===== src/rtl/flash_arb_pkg.sv =====
// Shared widths and owner encoding for the two-port flash read arbiter.
package flash_arb_pkg;
    localparam int FLASH_AW = 16;
    localparam int FLASH_DW = 16;

    typedef enum logic [1:0] {
        NONE = 2'd0,
        P0   = 2'd1,
        P1   = 2'd2
    } owner_t;
endpackage


===== src/rtl/flash_tag_pipe.sv =====
// Shift register carrying {valid, port} for each issued read until its data returns.
module flash_tag_pipe
    import flash_arb_pkg::*;
#(
    parameter int DEPTH = 3
) (
    input  logic clk,
    input  logic n_rst,
    input  logic i_valid,
    input  logic i_port,
    output logic o_valid,
    output logic o_port
);

    logic [DEPTH-1:0] r_valid;
    logic [DEPTH-1:0] r_port;

    always_ff @(posedge clk or negedge n_rst) begin
        if (!n_rst) begin
            r_valid <= '0;
            r_port  <= '0;
        end else begin
            r_valid <= {r_valid[DEPTH-2:0], i_valid};
            r_port  <= {r_port[DEPTH-2:0], i_port};
        end
    end

    assign o_valid = r_valid[DEPTH-1];
    assign o_port  = r_port[DEPTH-1];

endmodule


===== src/rtl/flash_arbiter.sv =====
// Round-robin arbiter with bounded bursts sharing one pipelined flash read port
// between the weight fetcher (port 0) and the image loader (port 1).
module flash_arbiter
    import flash_arb_pkg::*;
#(
    parameter int FLASH_LATENCY = 2,
    parameter int MAX_BURST     = 4
) (
    input  logic                clk,
    input  logic                n_rst,
    input  logic                req0,
    input  logic [FLASH_AW-1:0] addr0,
    output logic                gnt0,
    output logic                rvalid0,
    input  logic                req1,
    input  logic [FLASH_AW-1:0] addr1,
    output logic                gnt1,
    output logic                rvalid1,
    output logic [FLASH_DW-1:0] rdata,
    input  logic                flash_busy,
    output logic                flash_rd,
    output logic [FLASH_AW-1:0] flash_addr,
    input  logic [FLASH_DW-1:0] flash_data
);

    localparam int            BW   = $clog2(MAX_BURST + 1);
    localparam logic [BW-1:0] MAXB = BW'(MAX_BURST);
    localparam logic [BW-1:0] ONE  = BW'(1);

    owner_t              r_owner, w_owner_nxt;
    owner_t              r_last, w_last_nxt;
    logic [BW-1:0]       r_bcnt, w_bcnt_nxt;
    logic                w_gnt0, w_gnt1;
    logic                w_tag_valid, w_tag_port;
    logic                r_flash_rd;
    logic [FLASH_AW-1:0] r_flash_addr;
    logic                r_rvalid0, r_rvalid1;
    logic [FLASH_DW-1:0] r_rdata;

    always_ff @(posedge clk or negedge n_rst) begin
        if (!n_rst) begin
            r_owner <= NONE;
            r_last  <= P1;
            r_bcnt  <= '0;
        end else begin
            r_owner <= w_owner_nxt;
            r_last  <= w_last_nxt;
            r_bcnt  <= w_bcnt_nxt;
        end
    end

    // An owner that drops its request or exhausts its burst hands over in the same cycle.
    always_comb begin
        w_owner_nxt = r_owner;
        w_last_nxt  = r_last;
        w_bcnt_nxt  = r_bcnt;
        w_gnt0      = 1'b0;
        w_gnt1      = 1'b0;
        if (!flash_busy) begin
            case (r_owner)
                P0: begin
                    if (req0 && (r_bcnt < MAXB || !req1)) begin
                        w_gnt0     = 1'b1;
                        w_bcnt_nxt = (r_bcnt < MAXB) ? r_bcnt + 1'b1 : MAXB;
                    end else begin
                        w_last_nxt = P0;
                        if (req1) begin
                            w_gnt1      = 1'b1;
                            w_owner_nxt = P1;
                            w_bcnt_nxt  = ONE;
                        end else begin
                            w_owner_nxt = NONE;
                        end
                    end
                end
                P1: begin
                    if (req1 && (r_bcnt < MAXB || !req0)) begin
                        w_gnt1     = 1'b1;
                        w_bcnt_nxt = (r_bcnt < MAXB) ? r_bcnt + 1'b1 : MAXB;
                    end else begin
                        w_last_nxt = P1;
                        if (req0) begin
                            w_gnt0      = 1'b1;
                            w_owner_nxt = P0;
                            w_bcnt_nxt  = ONE;
                        end else begin
                            w_owner_nxt = NONE;
                        end
                    end
                end
                default: begin
                    if (req0 && (!req1 || r_last != P0)) begin
                        w_gnt0      = 1'b1;
                        w_owner_nxt = P0;
                        w_bcnt_nxt  = ONE;
                    end else if (req1) begin
                        w_gnt1      = 1'b1;
                        w_owner_nxt = P1;
                        w_bcnt_nxt  = ONE;
                    end
                end
            endcase
        end
    end

    flash_tag_pipe #(
        .DEPTH(FLASH_LATENCY + 1)
    ) u_tag_pipe (
        .clk    (clk),
        .n_rst  (n_rst),
        .i_valid(w_gnt0 | w_gnt1),
        .i_port (w_gnt1),
        .o_valid(w_tag_valid),
        .o_port (w_tag_port)
    );

    always_ff @(posedge clk or negedge n_rst) begin
        if (!n_rst) begin
            r_flash_rd   <= 1'b0;
            r_flash_addr <= '0;
            r_rvalid0    <= 1'b0;
            r_rvalid1    <= 1'b0;
            r_rdata      <= '0;
        end else begin
            r_flash_rd <= w_gnt0 | w_gnt1;
            if (w_gnt0) begin
                r_flash_addr <= addr0;
            end else if (w_gnt1) begin
                r_flash_addr <= addr1;
            end
            r_rvalid0 <= w_tag_valid & ~w_tag_port;
            r_rvalid1 <= w_tag_valid & w_tag_port;
            if (w_tag_valid) begin
                r_rdata <= flash_data;
            end
        end
    end

    assign gnt0       = w_gnt0;
    assign gnt1       = w_gnt1;
    assign flash_rd   = r_flash_rd;
    assign flash_addr = r_flash_addr;
    assign rvalid0    = r_rvalid0;
    assign rvalid1    = r_rvalid1;
    assign rdata      = r_rdata;

endmodule


===== config.mk =====
export PLATFORM = sky130hd
export DESIGN_NAME = flash_arbiter
export DESIGN_NICKNAME = d
export VERILOG_FILES = /design/src/rtl/flash_arb_pkg.sv /design/src/rtl/flash_tag_pipe.sv /design/src/rtl/flash_arbiter.sv
export SDC_FILE = /design/constraint.sdc
export NUM_CORES = 1
export LEC_CHECK = 0
export BUFFER_PORTS_ARGS = -buffer_cell sky130_fd_sc_hd__buf_2
export CAP_MARGIN = 5
export CORE_ASPECT_RATIO = 1.2
export CORE_MARGIN = 2
export CORE_UTILIZATION = 40
export DETAILED_ROUTE_END_ITERATION = 8
export PLACE_DENSITY = 0.68
export SETUP_SLACK_MARGIN = 0.05
export SKIP_LAST_GASP = 1
export SLEW_MARGIN = 20
export SYNTH_ARGS = -nofsm -noshare
export SYNTH_HDL_FRONTEND = slang
export SYNTH_SLANG_ARGS = --single-unit

===== constraint.sdc =====
create_clock -name clk -period 3.15 [get_ports clk]
set_input_delay 0.4725 -clock clk [delete_from_list [all_inputs] [get_ports clk]]
set_output_delay 0.4725 -clock clk [all_outputs]
set_load 0.02 [all_outputs]

* After elaboration in Yosys (flattened, before gate mapping)
Index checks and enable logic that the tools add are counted.
** Operators by class
- Add/sub/neg operators :: 1
- Reduce and logical (&&, ||, !) cells :: 14
- Multipliers :: 0
- Bitwise operators :: 5
- $lt $le $gt $ge :: 1
- Shift operators :: 0
- Muxes and demuxes :: 31
- Div/mod/pow operators :: 0
- Equality and inequality tests :: 6
** Operators by type and width (number)
- two-way mux 16 bit :: 2
- two-way mux 3 bit :: 6
- two-way mux 2 bit :: 7
- two-way mux 1 bit :: 11
- case mux 2 bit (2 select lines) :: 2
- AND reduction 4 bit :: 2
- case mux 3 bit (2 select lines) :: 1
- inequality test 2 bit, second input constant :: 2
- case mux 1 bit (2 select lines) :: 2
- nonzero test 2 bit :: 2
- nonzero test 4 bit :: 1
- adder 3 x 1 -> 3 bit, second input constant :: 1
- logical AND 1 bit :: 3
- logical OR 1 bit :: 3
- < comparator 3 bit, second input constant :: 1
- inequality test 3 bit, second input constant :: 1
- bitwise AND 1 bit :: 2
- == test 2 x 1 -> 1 bit, second input constant :: 1
- == test 2 bit, second input constant :: 1
- zero test 1 bit :: 2
- inequality test 2 x 1 -> 1 bit, second input constant :: 1
- NOT 1 bit :: 2
- AND reduction 2 bit :: 1
- OR 1 bit :: 1
** Word-level totals
- Output and inout port bits :: 37
- Word-level logic and storage cells :: 68
- Bits in read-only memories :: 0
- Bits in latches :: 0
- Register bits :: 48
- RAM bits :: 0
- Memories kept :: 0

* Longest topological paths before layout
Gate-level depths: netlist of run 1.
- Word-level depth :: 8
- Mapped depth :: 10
- Mapped depth without buffers :: 7

* By module
From an unflattened synthesis of run 1, not the netlist that was laid out.
** Second synthesis, totals
- Cells, all modules :: 167
- Area, all modules :: 2244.7 µm²
** Modules (own cells, without submodules)
- flash_arbiter :: cells an instance 161, instances 1, area an instance 2094.5 µm²
- flash_tag_pipe :: cells an instance 6, instances 1, area an instance 150.1 µm²

* Least setup slack after synthesis of run 1
Ideal clock, no wire load.
- Path type :: register to register
- Start point :: register r_owner[0]
- End point :: register r_flash_addr[0] (netlist: flash_addr[0])
- Slack :: 0.898 ns
- Period minus slack after synthesis :: 2.252 ns
- Buffers on the path :: 3
- Setup time :: 0.125 ns
- Arrival time :: 2.127 ns
- Stages on the path, launching flop included :: 11
- Cells stage by stage :: dfrtp_1 -> inv_1 -> ha_1 -> buf_6 -> nor2_1 -> o2bb2ai_2 -> a2111o_1 -> buf_6 -> buf_12 -> mux2_4 -> mux2_2
** Between the ends
- Cells in the longest elaborated chain, start to end :: 4
** RTL lines
- from (decl) :: line flash_arbiter.sv:30 : owner_t r_owner, w_owner_nxt;
- from (signal assigned) :: line flash_arbiter.sv:46 : r_owner <= w_owner_nxt;
- == test 2 bit or == test 2 x 1 -> 1 bit (tied branches) :: line flash_arbiter.sv:60 : case (r_owner)
- case mux 1 bit (2 select lines) :: line flash_arbiter.sv:60
- two-way mux 1 bit :: line flash_arbiter.sv:59 : if (!flash_busy) begin
- two-way mux 16 bit or nonzero test 2 bit (tied branches)
- to (signal assigned) :: line flash_arbiter.sv:127 : r_flash_addr <= addr0;
- to (signal assigned) :: line flash_arbiter.sv:129 : r_flash_addr <= addr1;
- to (decl) :: line flash_arbiter.sv:36 : logic [FLASH_AW-1:0] r_flash_addr;
Several ways; a longest one is shown, not always the timed one.
A chain may end at the register's enable or synchronous reset.

* Final worst setup path of run 1
- Start point :: register r_owner[0]
- End point :: output port gnt0
** Between the ends
- Cells in the longest elaborated chain, start to end :: 3
** RTL lines
- == test 2 bit or == test 2 x 1 -> 1 bit (tied branches) :: line flash_arbiter.sv:60
- case mux 1 bit (2 select lines) (*) :: line flash_arbiter.sv:60
- two-way mux 1 bit (*) :: line flash_arbiter.sv:59
- to (decl) :: line flash_arbiter.sv:13 : output logic gnt0,
Every way passes the cells marked *; elsewhere a longest branch is shown, timed or not.

==> results of run 1 <==
==> metrics by stage <==
step                power, mW  hold WS, ns  util (%)
floorplan               2.147       0.1769         -
global placement        2.483       0.3353     50.44
detailed placement      2.522       0.3419     50.44
CTS                     2.876       0.3621     52.03
global route            3.029       0.2154     52.07
finish                  2.836       0.1718     52.07
==> flip-flops by register name (all words and copies together) (netlist names) <==
signal              count
r_last                  2
flash_addr             16
u_tag_pipe.r_valid      3
rdata                  16
r_bcnt                  3
rvalid0                 1
u_tag_pipe.r_port       3
rvalid1                 1
r_owner                 2
==> worst max-delay path: stages, from the launching register on <==
cell,delay [ns]
sky130_fd_sc_hd__dfrtp_1,0.40
sky130_fd_sc_hd__inv_1,0.06
sky130_fd_sc_hd__ha_1,0.40
sky130_fd_sc_hd__nor2_1,0.11
sky130_fd_sc_hd__o2bb2ai_2,0.14
sky130_fd_sc_hd__a2111o_1,0.56
sky130_fd_sc_hd__buf_12,0.22
sky130_fd_sc_hd__inv_1,0.04
sky130_fd_sc_hd__buf_2,0.16
==> how the worst max path moves through the flow <==
stage / endpoint / slack (ns) / depth (start not counted)
final: gnt0 / 0.29 / 8
after global routing: gnt0 / 0.13 / 8
after CTS: gnt0 / 0.27 / 8
after detailed placement: flash_addr[2]$_DFFE_PN0P_ / 0.57 / 6
after global placement: gnt0 / 0.60 / 8
after floorplan: flash_addr[0]$_DFFE_PN0P_ / 0.90 / 10
==> final cells by class <==
cell class / count / area, µm² / area share [%]
sequential: 47 / 1177 / 42.10
multi-input combinational: 105 / 958.4 / 34.27
timing repair buffer: 90 / 467.9 / 16.73
tap: 62 / 77.57 / 2.774
clock buffer: 6 / 72.57 / 2.595
inverter: 8 / 30.03 / 1.074
clock inverter: 2 / 12.51 / 0.4474
==> kinds of logic after synthesis <==
| group | synth area share (%) |
|---|---|
| AO/OA/AOI/OAI | 8.510 |
| adder cells (fa/ha/maj) | 1.669 |
| buffers and inverters | 5.061 |
| flip-flops | 52.34 |
| multiplexers | 27.42 |
| AND/OR/NAND/NOR | 5.006 |
==> layer usage <==
layer,track usage [%],vias up,wire (µm)
met5,0,-,0
met4,4.040,0,55
met3,3.408,7,286
met2,24.94,70,2150
met1,16.30,764,1791
li1,-,778,-
==> report_power, final <==
part           total, mW  internal, mW  switching [mW]
combinational       1.45         0.682           0.769
clock              0.349         0.155           0.193
sequential          1.04         0.885           0.151
==> placed cells by master (no fill, tap or decap), types with 2 or more instances in the layout <==
master	synthesis	layout
sky130_fd_sc_hd__a21o_1	3	3
sky130_fd_sc_hd__a21oi_1	6	6
sky130_fd_sc_hd__buf_2	5	88
sky130_fd_sc_hd__clkbuf_8	0	5
sky130_fd_sc_hd__dfrtp_1	46	46
sky130_fd_sc_hd__ha_1	3	3
sky130_fd_sc_hd__inv_1	8	8
sky130_fd_sc_hd__mux2_2	41	41
sky130_fd_sc_hd__mux2_4	9	9
sky130_fd_sc_hd__mux2i_1	2	2
sky130_fd_sc_hd__nand2_1	4	4
sky130_fd_sc_hd__nor2_1	6	6
sky130_fd_sc_hd__nor2b_1	4	4
sky130_fd_sc_hd__nor3_1	3	3
sky130_fd_sc_hd__o21ai_0	8	8
==> summary.txt, run 1 <==
Setup path
  • FF-to-FF Start: r_owner[0]$_DFFE_PN0P_
  • Required time at the worst-slack endpoint: 2.68 ns
  • R2R Setup Slk: 0.57 ns
  • Startpoint of the most critical setup path: r_owner[0]$_DFFE_PN0P_
  • Endpoint class of the critical path: output pin
  • End of the worst register-to-register path: flash_addr[2]$_DFFE_PN0P_
  • Worst reg-to-reg path cell count: 6
  • Element type at the critical path start: flip-flop
  • Worst Path Class, Setup: reg2out
  • Signal arrival time at the worst endpoint: 2.39 ns
  • Maximum net fanout on the critical path: 12

Floorplan
  • Boundary pin count: 90
  • Vertical die dimension: about 86 µm
  • Effective utilization at floorplan: 41.89%
  • Number of rows in the core area: 29
  • Die width: approximately 72 µm
  • Area inside the core boundary: 0.005370 mm²
  • Total die area: between 0.006 and 0.007 mm²

Timing
  • Post-route minimum period: 2.863 ns
  • Final Worst Setup Slack: 0.2874 ns
  • Setup repair after global routing missed its margin: false
  • Endpoints failing setup: 0
  • Sum of negative setup slack: 0 ns
  • Hold Violations, Final: 0
  • Transition time at the pin with the least slew margin: 0.7109 ns
  • Crit share post-route: 90.88%
  • Final count of pins violating max slew: 0
  • Rel. slew slack: about 53%
  • Highest achievable clock rate: roughly 0.35 GHz
  • Clock skew: 0.005352 ns

Place
  • Number of buffer cells added on primary ports: 89
  • Inst Count DP: 312
  • Instance area after placement: 0.002709 mm²
  • Post-DP HPWL: approximately 3.2 mm
  • Post-placement setup slack: between 0.5 and 0.6 ns
  • Final weighted congestion in routability-driven placement: 0.8223

Logic synthesis
  • Post-synthesis cell count: 172
  • Ys flop type: sky130_fd_sc_hd__dfrtp_1
  • Post-Synthesis Mean Instance Area: around 13 µm²
  • Cell taking the most area after synthesis: sky130_fd_sc_hd__dfrtp_1
  • Cell types with the highest counts after synthesis: sky130_fd_sc_hd__dfrtp_1, sky130_fd_sc_hd__mux2_2, sky130_fd_sc_hd__mux2_4
  • Largest cells by area after synthesis: sky130_fd_sc_hd__dfrtp_1, sky130_fd_sc_hd__mux2_2, sky130_fd_sc_hd__mux2_4
  • Yosys Warn Count: 0
  • Netlist area before placement: 0.002250 mm²
  • Count of distinct cell types in the synthesized netlist: 35
  • Total of flip-flops plus latches after synthesis: 47
  • Share of the synthesized area in the top cell type: 51.17%
  • Cell with the most instances after synthesis: sky130_fd_sc_hd__dfrtp_1
  • Net Count, Synth: 228
  • Fraction of registers with async set/reset: 100.0%
  • Number of enable-type register cells in the synthesized netlist: 0
  • Portion of the post-synthesis area used by sequential elements: 52.34%

CTS
  • # resized after CTS: 0
  • Worst-case clock buffer depth: 2
  • Root cell of the clock tree: sky130_fd_sc_hd__clkbuf_8
  • Number of sinks on the clock net: 47
  • Latest clock arrival within the worst-skew pair: 0.29 ns
  • Hold buffer count at CTS: 0
  • Buffer count from post-CTS setup fixing: 0
  • Worst-path clk slew: 0.09 ns
  • TritonCTS clock tree: yes
  • Number of buffers added by the clock tree synthesis step: 5
  • Depth of the CTS H-tree: 2

Global route
  • Wire length of the first global-routing pass: 6.886 mm
  • Vias in the first global route: 1553
  • Overall overflow remaining after global route: 0
  • Maximum number of pins on one net before global-route repair: 48
  • GRT Overall Usage: 13.90%
  • Antenna violations before repair: 0

Routing
  • DR DRC count: 0
  • Number of vias in the routed layout: 1619
  • Drt first-iter violations: 81
  • Aggregate routed wire length: 4.284 mm
  • Final routed wire length divided by cell count: between 10 and 15 µm
  • First drt pass iteration count: 4
  • Vias per cell: 5.059
  • Residual antenna-violating net count after detailed routing: 0

Cells and area
  • Number of antenna cells inserted: 0
  • Layout Area Growth over Synthesis: 24.30%
  • Fraction of final layout cells sized beyond drive strength 1: approximately three fifths
  • Fillers: 507
  • Post-layout instance count excluding filler cells: 320
  • Final non-filler cell area: 0.002796 mm²
  • Net count of the finished layout: between 300 and 400

Power and ir drop
  • Maximum VDD drop: 0.4476 mV
  • Leakage: roughly 1.4 nW
  • Power density of the placed cells: 1014 mW/mm²

Status
  • Status: finished clean

Hold path
  • Hold Path Class: in2async

Job
  • Max-cap check violation count: 0
Power figures use the tool's default switching activity.
==> run 2, diff against run 1 <==
CORE_UTILIZATION = 48   (was 40)
PLACE_DENSITY = 0.79   (was 0.68)
==> run 2 against run 1 <==
- hold slack got worse by 0.0058 ns
- design area rose by 1.5%
- register-to-register slack improved by 0.04 ns
- die area fell by 16%
- global-route usage rose by 3.0 points
- highest routed layer unchanged
- clock skew rose by 0.00065 ns
- final cell count fell by 1.3%
==> summary.txt, run 2 (synthesis gave the netlist of run 1 again) <==
Setup path
  • Signal arrival time at the worst endpoint: 2.37 ns (was 2.39 ns)
  • Startpoint of the most critical setup path: r_owner[0]$_DFFE_PN0P_ (unchanged)
  • Worst Path Class, Setup: reg2out (unchanged)
  • End of the worst register-to-register path: flash_addr[9]$_DFFE_PN0P_ (was flash_addr[2]$_DFFE_PN0P_)
  • FF-to-FF Start: r_owner[1]$_DFFE_PN0P_ (was r_owner[0]$_DFFE_PN0P_)
  • Worst reg-to-reg path cell count: 7 (was 6)
  • R2R Setup Slk: 0.61 ns (was 0.57 ns)
  • Endpoint class of the critical path: output pin (unchanged)
  • Element type at the critical path start: flip-flop (unchanged)
  • Termination of the worst setup path: gnt0 (unchanged)
  • Required time at the worst-slack endpoint: 2.68 ns (about the same)
  • Maximum net fanout on the critical path: 12 (unchanged)

Routing
  • Drt first-iter violations: 69 (was 81)
  • Residual antenna-violating net count after detailed routing: 0 (unchanged)
  • Final routed wire length divided by cell count: 13.21 µm (was 13.39 µm)
  • Aggregate routed wire length: 4.173 mm (was 4.284 mm)
  • Number of vias in the routed layout: 1609 (was 1619)
  • First drt pass iteration count: 4 (unchanged)
  • Vias per cell: 5.092 (was 5.059)
  • DR DRC count: 0 (unchanged)

Global route
  • Wire length of the first global-routing pass: 6.775 mm (was 6.886 mm)
  • Antenna violations before repair: 0 (unchanged)
  • Vias in the first global route: 1588 (was 1553)
  • GRT Overall Usage: 16.95% (was 13.90%)
  • Maximum number of pins on one net before global-route repair: 48 (unchanged)
  • Overall overflow remaining after global route: 0 (unchanged)

Timing
  • Endpoints failing setup: 0 (unchanged)
  • Final Worst Setup Slack: 0.3118 ns (was 0.2874 ns)
  • Clock skew: 0.005998 ns (was 0.005352 ns)
  • Post-route minimum period: 2.838 ns (was 2.863 ns)
  • Highest achievable clock rate: 0.3523 GHz (was 0.3493 GHz)
  • Worst hold margin: 0.1661 ns (was 0.1718 ns)
  • Transition time at the pin with the least slew margin: 0.6893 ns (was 0.7109 ns)
  • Final count of pins violating max slew: 0 (unchanged)
  • Rel. slew slack: 54.05% (was 52.61%)
  • Hold Violations, Final: 0 (unchanged)
  • Crit share post-route: 90.10% (was 90.88%)
  • Setup repair after global routing missed its margin: false (unchanged)
  • Sum of negative setup slack: 0 ns (unchanged)

Power and ir drop
  • Register share of total power: 34.5% (was 36.5%)
  • Leakage: 1.429 nW (was 1.405 nW)
  • P_sw: 1.103 mW (was 1.113 mW)
  • Power density of the placed cells: 1053 mW/mm² (was 1014 mW/mm²)
  • Combinational power share: 48.5% (was 51.2%)
  • Switching part of the total power: 36.92% (was 39.25%)
  • Maximum VDD drop: 0.4049 mV (was 0.4476 mV)
  • Part of the power in the clock network: 17.0% (was 12.3%)
  • Internal power component: 1.885 mW (was 1.723 mW)

CTS
  • Buffer count from post-CTS setup fixing: 0 (unchanged)
  • Root cell of the clock tree: sky130_fd_sc_hd__clkbuf_8 (unchanged)
  • TritonCTS clock tree: yes (unchanged)
  • # resized after CTS: 0 (unchanged)
  • Latest clock arrival within the worst-skew pair: 0.30 ns (was 0.29 ns)
  • Depth of the CTS H-tree: 2 (unchanged)
  • Hold buffer count at CTS: 0 (unchanged)
  • Number of buffers added by the clock tree synthesis step: 5 (unchanged)
  • Worst-case clock buffer depth: 2 (unchanged)
  • Number of sinks on the clock net: 47 (unchanged)
  • Worst-path clk slew: 0.08 ns (was 0.09 ns)

Cells and area
  • Leading cell types in the layout, fill and taps excluded: sky130_fd_sc_hd__buf_2, sky130_fd_sc_hd__dfrtp_1, sky130_fd_sc_hd__mux2_2 (unchanged)
  • Net count of the finished layout: 313 (unchanged)
  • Reg area: 0.001177 mm² (unchanged)
  • Commonest non-fill, non-tap cell in the layout: sky130_fd_sc_hd__buf_2 (unchanged)
  • Number of antenna cells inserted: 0 (unchanged)
  • Area of the multi-input gates: 958.4 µm² (unchanged)
  • Layout Area Growth over Synthesis: 26.20% (was 24.30%)
  • Utilization after layout: 62.25% (was 52.07%)
  • Fillers: 365 (was 507)
  • Fraction of final layout cells sized beyond drive strength 1: 58.53% (unchanged)

Place
  • Number of buffer cells added on primary ports: 89 (unchanged)
  • Final weighted congestion in routability-driven placement: 0.8553 (was 0.8223)
  • Post-DP HPWL: 3.151 mm (was 3.198 mm)
  • Post-placement setup slack: 0.6144 ns (was 0.5679 ns)

Floorplan
  • Total die area: 0.005253 mm² (was 0.006242 mm²)
  • Die width: 66.50 µm (was 72.46 µm)
  • Effective utilization at floorplan: 49.33% (was 41.89%)
  • Number of rows in the core area: 27 (was 29)
  • Area inside the core boundary: 0.004561 mm² (was 0.005370 mm²)
  • Vertical die dimension: 79.00 µm (was 86.15 µm)
  • Boundary pin count: 90 (unchanged)

Job
  • Max-cap check violation count: 0 (unchanged)

Status
  • Status: finished clean (unchanged)

Hold path
  • Hold Path Class: in2async (unchanged)
[run 2: changes by cell type in the layout (fill, tap and decap cells not counted)]
cell	delta
sky130_fd_sc_hd__clkinv_2	-1
sky130_fd_sc_hd__clkinvlp_4	-1
sky130_fd_sc_hd__bufinv_16	+2
[run 2: worst max-delay path: stages, from the launching register on]
cell and delay, ns:
sky130_fd_sc_hd__dfrtp_1 0.39, sky130_fd_sc_hd__inv_1 0.06, sky130_fd_sc_hd__ha_1 0.38, sky130_fd_sc_hd__nor2_1 0.11
sky130_fd_sc_hd__o2bb2ai_2 0.14, sky130_fd_sc_hd__a2111o_1 0.56, sky130_fd_sc_hd__buf_12 0.22, sky130_fd_sc_hd__inv_1 0.04
sky130_fd_sc_hd__buf_2 0.15
[run 2: metal layers]
metal / wire length [µm] / global-route usage, %
met1: 1650 / 19.19
met2: 2168 / 29.20
met3: 308 / 5.524
met4: 46 / 6.531
met5: 0 / 0
[run 2: worst min-delay path by stage]
stage | to | depth (start not counted) | start | slack (ns)
floorplan | flash_addr[0]$_DFFE_PN0P_ | 0 | n_rst | 0.18
global placement | u_tag_pipe.r_valid[2]$_DFF_PN0_ | 0 | u_tag_pipe.r_valid[1]$_DFF_PN0_ | 0.33
detailed placement | u_tag_pipe.r_port[2]$_DFF_PN0_ | 0 | u_tag_pipe.r_port[1]$_DFF_PN0_ | 0.34
CTS | u_tag_pipe.r_port[2]$_DFF_PN0_ | 0 | u_tag_pipe.r_port[1]$_DFF_PN0_ | 0.35
global route | rdata[10]$_DFFE_PN0P_ | 1 | n_rst | 0.21
finish | rdata[10]$_DFFE_PN0P_ | 1 | n_rst | 0.17
[run 2: per-stage QoR]
step	cell area, µm²	total power, mW	std cells
5_1_grt	2839	3.194	316
6_report	2839	2.988	316
3_3_place_gp	2704	2.474	308
3_5_place_dp	2704	2.511	308
4_1_cts	2836	3.025	316
2_1_floorplan	2250	2.147	172
[run 2: cell type report]
class                   count  share of cell area, %
clock buffers               6                  2.556
clock inverters             2                  2.115
inverters                   8                  1.058
multi-input cells         105                  33.76
flip-flops and latches     47                  41.47
well taps                  58                  2.556
repair buffers             90                  16.48
[run 2: power by group through the flow]
stage          Clock [mW]  Combinational, mW  Sequential (mW)
3_5_place_dp            0               1.46             1.05
5_1_grt             0.554               1.57             1.07
4_1_cts             0.525               1.46             1.04
2_1_floorplan           0              0.849             1.30
6_report            0.508               1.45             1.03
3_3_place_gp            0               1.43             1.04
==> run 3, diff against run 2 <==
CORE_MARGIN = 1.5   (was 2)
==> run 3 against run 2 <==
- non-clock buffer count unchanged
- critical endpoint unchanged
- die area decreased by 2.8%
- hold slack improved by 0.0073 ns
- critical path depth unchanged
- sequential cell count unchanged
- largest power group unchanged
- via count increased by 2.8%
- clock power decreased by 1%
- utilization unchanged
- clock skew decreased by 0.0025 ns
- sequential power about the same
- sequential share of layout area unchanged
- critical path type unchanged
==> summary.txt, run 3 (synthesis gave the netlist of run 1 again) <==
Routing
  • Residual antenna-violating net count after detailed routing: 0 (unchanged)
  • First drt pass iteration count: 4 (unchanged)
  • Number of vias in the routed layout: 1654 (was 1609)
  • Drt first-iter violations: 62 (was 69)
  • Final routed wire length divided by cell count: 13.53 µm (was 13.21 µm)
  • Vias per cell: 5.234 (was 5.092)
  • Aggregate routed wire length: 4.277 mm (was 4.173 mm)
  • DR DRC count: 0 (unchanged)

CTS
  • Number of buffers added by the clock tree synthesis step: 5 (unchanged)
  • Number of sinks on the clock net: 47 (unchanged)
  • Depth of the CTS H-tree: 2 (unchanged)
  • Buffer count from post-CTS setup fixing: 0 (unchanged)
  • TritonCTS clock tree: yes (unchanged)
  • Worst-case clock buffer depth: 2 (unchanged)
  • Worst-path clk slew: 0.08 ns (about the same)
  • # resized after CTS: 0 (unchanged)
  • Root cell of the clock tree: sky130_fd_sc_hd__clkbuf_8 (unchanged)
  • Latest clock arrival within the worst-skew pair: 0.29 ns (was 0.30 ns)
  • Hold buffer count at CTS: 0 (unchanged)

Setup path
  • Cell-by-cell listing of the critical path: inv_1 > ha_1 > inv_1 > a21oi_1 > a2111o_1 > buf_12 > inv_1 > buf_2 (was inv_1 > ha_1 > nor2_1 > o2bb2ai_2 > a2111o_1 > buf_12 > inv_1 > buf_2)
  • Dominant delay contributor by cell family on the critical path: compound AO/OA/AOI/OAI gates (unchanged)
  • Most common cell type on the critical path: sky130_fd_sc_hd__inv_1 (unchanged)
  • Crit path buffers/inverters: 5 (was 4)
  • Worst path slowest cell: sky130_fd_sc_hd__ha_1 (was sky130_fd_sc_hd__a2111o_1)
  • Signal arrival time at the worst endpoint: 2.38 ns (was 2.37 ns)
  • Endpoint class of the critical path: output pin (unchanged)
  • Element type at the critical path start: flip-flop (unchanged)
  • Delay of the slowest critical-path stage: 0.45 ns (was 0.56 ns)
  • Maximum net fanout on the critical path: 10 (was 12)
  • Required time at the worst-slack endpoint: 2.68 ns (about the same)
  • Worst Path Class, Setup: reg2out (unchanged)

Cells and area
  • Number of antenna cells inserted: 0 (unchanged)
  • Layout Area Growth over Synthesis: 26.20% (unchanged)
  • Leading cell types in the layout, fill and taps excluded: sky130_fd_sc_hd__buf_2, sky130_fd_sc_hd__dfrtp_1, sky130_fd_sc_hd__mux2_2 (unchanged)
  • Net count of the finished layout: 313 (unchanged)
  • Utilization after layout: 62.25% (unchanged)
  • Post-layout instance count excluding filler cells: 316 (unchanged)
  • Fraction of final layout cells sized beyond drive strength 1: 58.53% (unchanged)
  • Final non-filler cell area: 0.002839 mm² (unchanged)
  • Commonest non-fill, non-tap cell in the layout: sky130_fd_sc_hd__buf_2 (unchanged)

Hold path
  • Hold Path Class: in2async (unchanged)

Place
  • Post-placement setup slack: 0.5567 ns (was 0.6144 ns)
  • Instance area after placement: 0.002704 mm² (unchanged)
  • Number of buffer cells added on primary ports: 89 (unchanged)
  • Post-DP HPWL: 3.170 mm (was 3.151 mm)
  • Inst Count DP: 308 (unchanged)
  • Final weighted congestion in routability-driven placement: 0.8514 (was 0.8553)

Global route
  • Wire length of the first global-routing pass: 6.824 mm (was 6.775 mm)
  • Overall overflow remaining after global route: 0 (unchanged)
  • Antenna violations before repair: 0 (unchanged)
  • GRT Overall Usage: 17.20% (was 16.95%)
  • Vias in the first global route: 1551 (was 1588)
  • Maximum number of pins on one net before global-route repair: 48 (unchanged)

Timing
  • Endpoints failing setup: 0 (unchanged)
  • Final count of pins violating max slew: 0 (unchanged)
  • Highest achievable clock rate: 0.3511 GHz (was 0.3523 GHz)
  • Sum of negative setup slack: 0 ns (unchanged)
  • Clock skew: 0.003493 ns (was 0.005998 ns)
  • Rel. slew slack: 53.61% (was 54.05%)
  • Transition time at the pin with the least slew margin: 0.6959 ns (was 0.6893 ns)
  • Crit share post-route: 90.42% (was 90.10%)
  • Setup repair after global routing missed its margin: false (unchanged)
  • Worst hold margin: 0.1733 ns (was 0.1661 ns)
  • Post-route minimum period: 2.848 ns (was 2.838 ns)
  • Hold Violations, Final: 0 (unchanged)
  • Final Worst Setup Slack: 0.3017 ns (was 0.3118 ns)

Floorplan
  • Total die area: 0.005108 mm² (was 0.005253 mm²)
  • Effective utilization at floorplan: 49.33% (unchanged)
  • Area inside the core boundary: 0.004561 mm² (unchanged)
  • Number of rows in the core area: 27 (unchanged)
  • Vertical die dimension: 78.00 µm (was 79.00 µm)
  • Die width: 65.50 µm (was 66.50 µm)
  • Boundary pin count: 90 (unchanged)

Power and ir drop
  • Leakage: 1.429 nW (unchanged)
  • Pwr Total: 2.995 mW (was 2.988 mW)
  • Maximum VDD drop: 0.4652 mV (was 0.4049 mV)
  • Power density of the placed cells: 1055 mW/mm² (was 1053 mW/mm²)

Job
  • Max-cap check violation count: 0 (unchanged)

Status
  • Status: finished clean (unchanged)
[run 3: cell counts in the layout (fill, tap and decap cells not counted)]
Identical to the previous run, type by type.
[run 3: worst reg2reg max path: cells and delay by family (launching register included)]
kind | cells | cell delay (ns)
AO/OA/AOI/OAI | 1 | 0.63
adder cells (fa/ha/maj) | 1 | 0.45
buffers and inverters | 2 | 0.19
flip-flops | 1 | 0.38
multiplexers | 1 | 0.42
AND/OR/NAND/NOR | 1 | 0.41
[run 3: routing by layer]
metal	wire, µm	vias up	global-route usage [%]
li1	-	776	-
met1	1744	781	20.92
met2	2107	89	28.98
met3	354	8	4.638
met4	70	0	6.250
met5	0	-	0
[run 3: cell type report]
class                   count  area [µm²]
repair buffers             90       467.9
clock buffers               6       72.57
multi-input cells         105       958.4
flip-flops and latches     47        1177
fillers                   368        1722
inverters                   8       30.03
well taps                  58       72.57
clock inverters             2       60.06
[run 3: where the power goes]
group	total (mW)	internal, mW	switching (mW)
Sequential	1.04	0.885	0.158
Clock	0.503	0.317	0.186
Combinational	1.45	0.683	0.766
Total	2.99	1.89	1.11
[run 3: final timing paths]
check	slack, ns	to	startpoint	depth (start not counted)
max in group asynchronous	2.58	flash_addr[4]$_DFFE_PN0P_	n_rst	1
setup / recovery	0.30	gnt0	r_owner[0]$_DFFE_PN0P_	8
min in group clk	0.36	u_tag_pipe.r_port[2]$_DFF_PN0_	u_tag_pipe.r_port[1]$_DFF_PN0_	0
hold / removal	0.17	rdata[13]$_DFFE_PN0P_	n_rst	1
hold reg to reg	0.36	u_tag_pipe.r_port[2]$_DFF_PN0_	u_tag_pipe.r_port[1]$_DFF_PN0_	0
setup reg to reg	0.56	flash_addr[5]$_DFFE_PN0P_	r_owner[0]$_DFFE_PN0P_	6
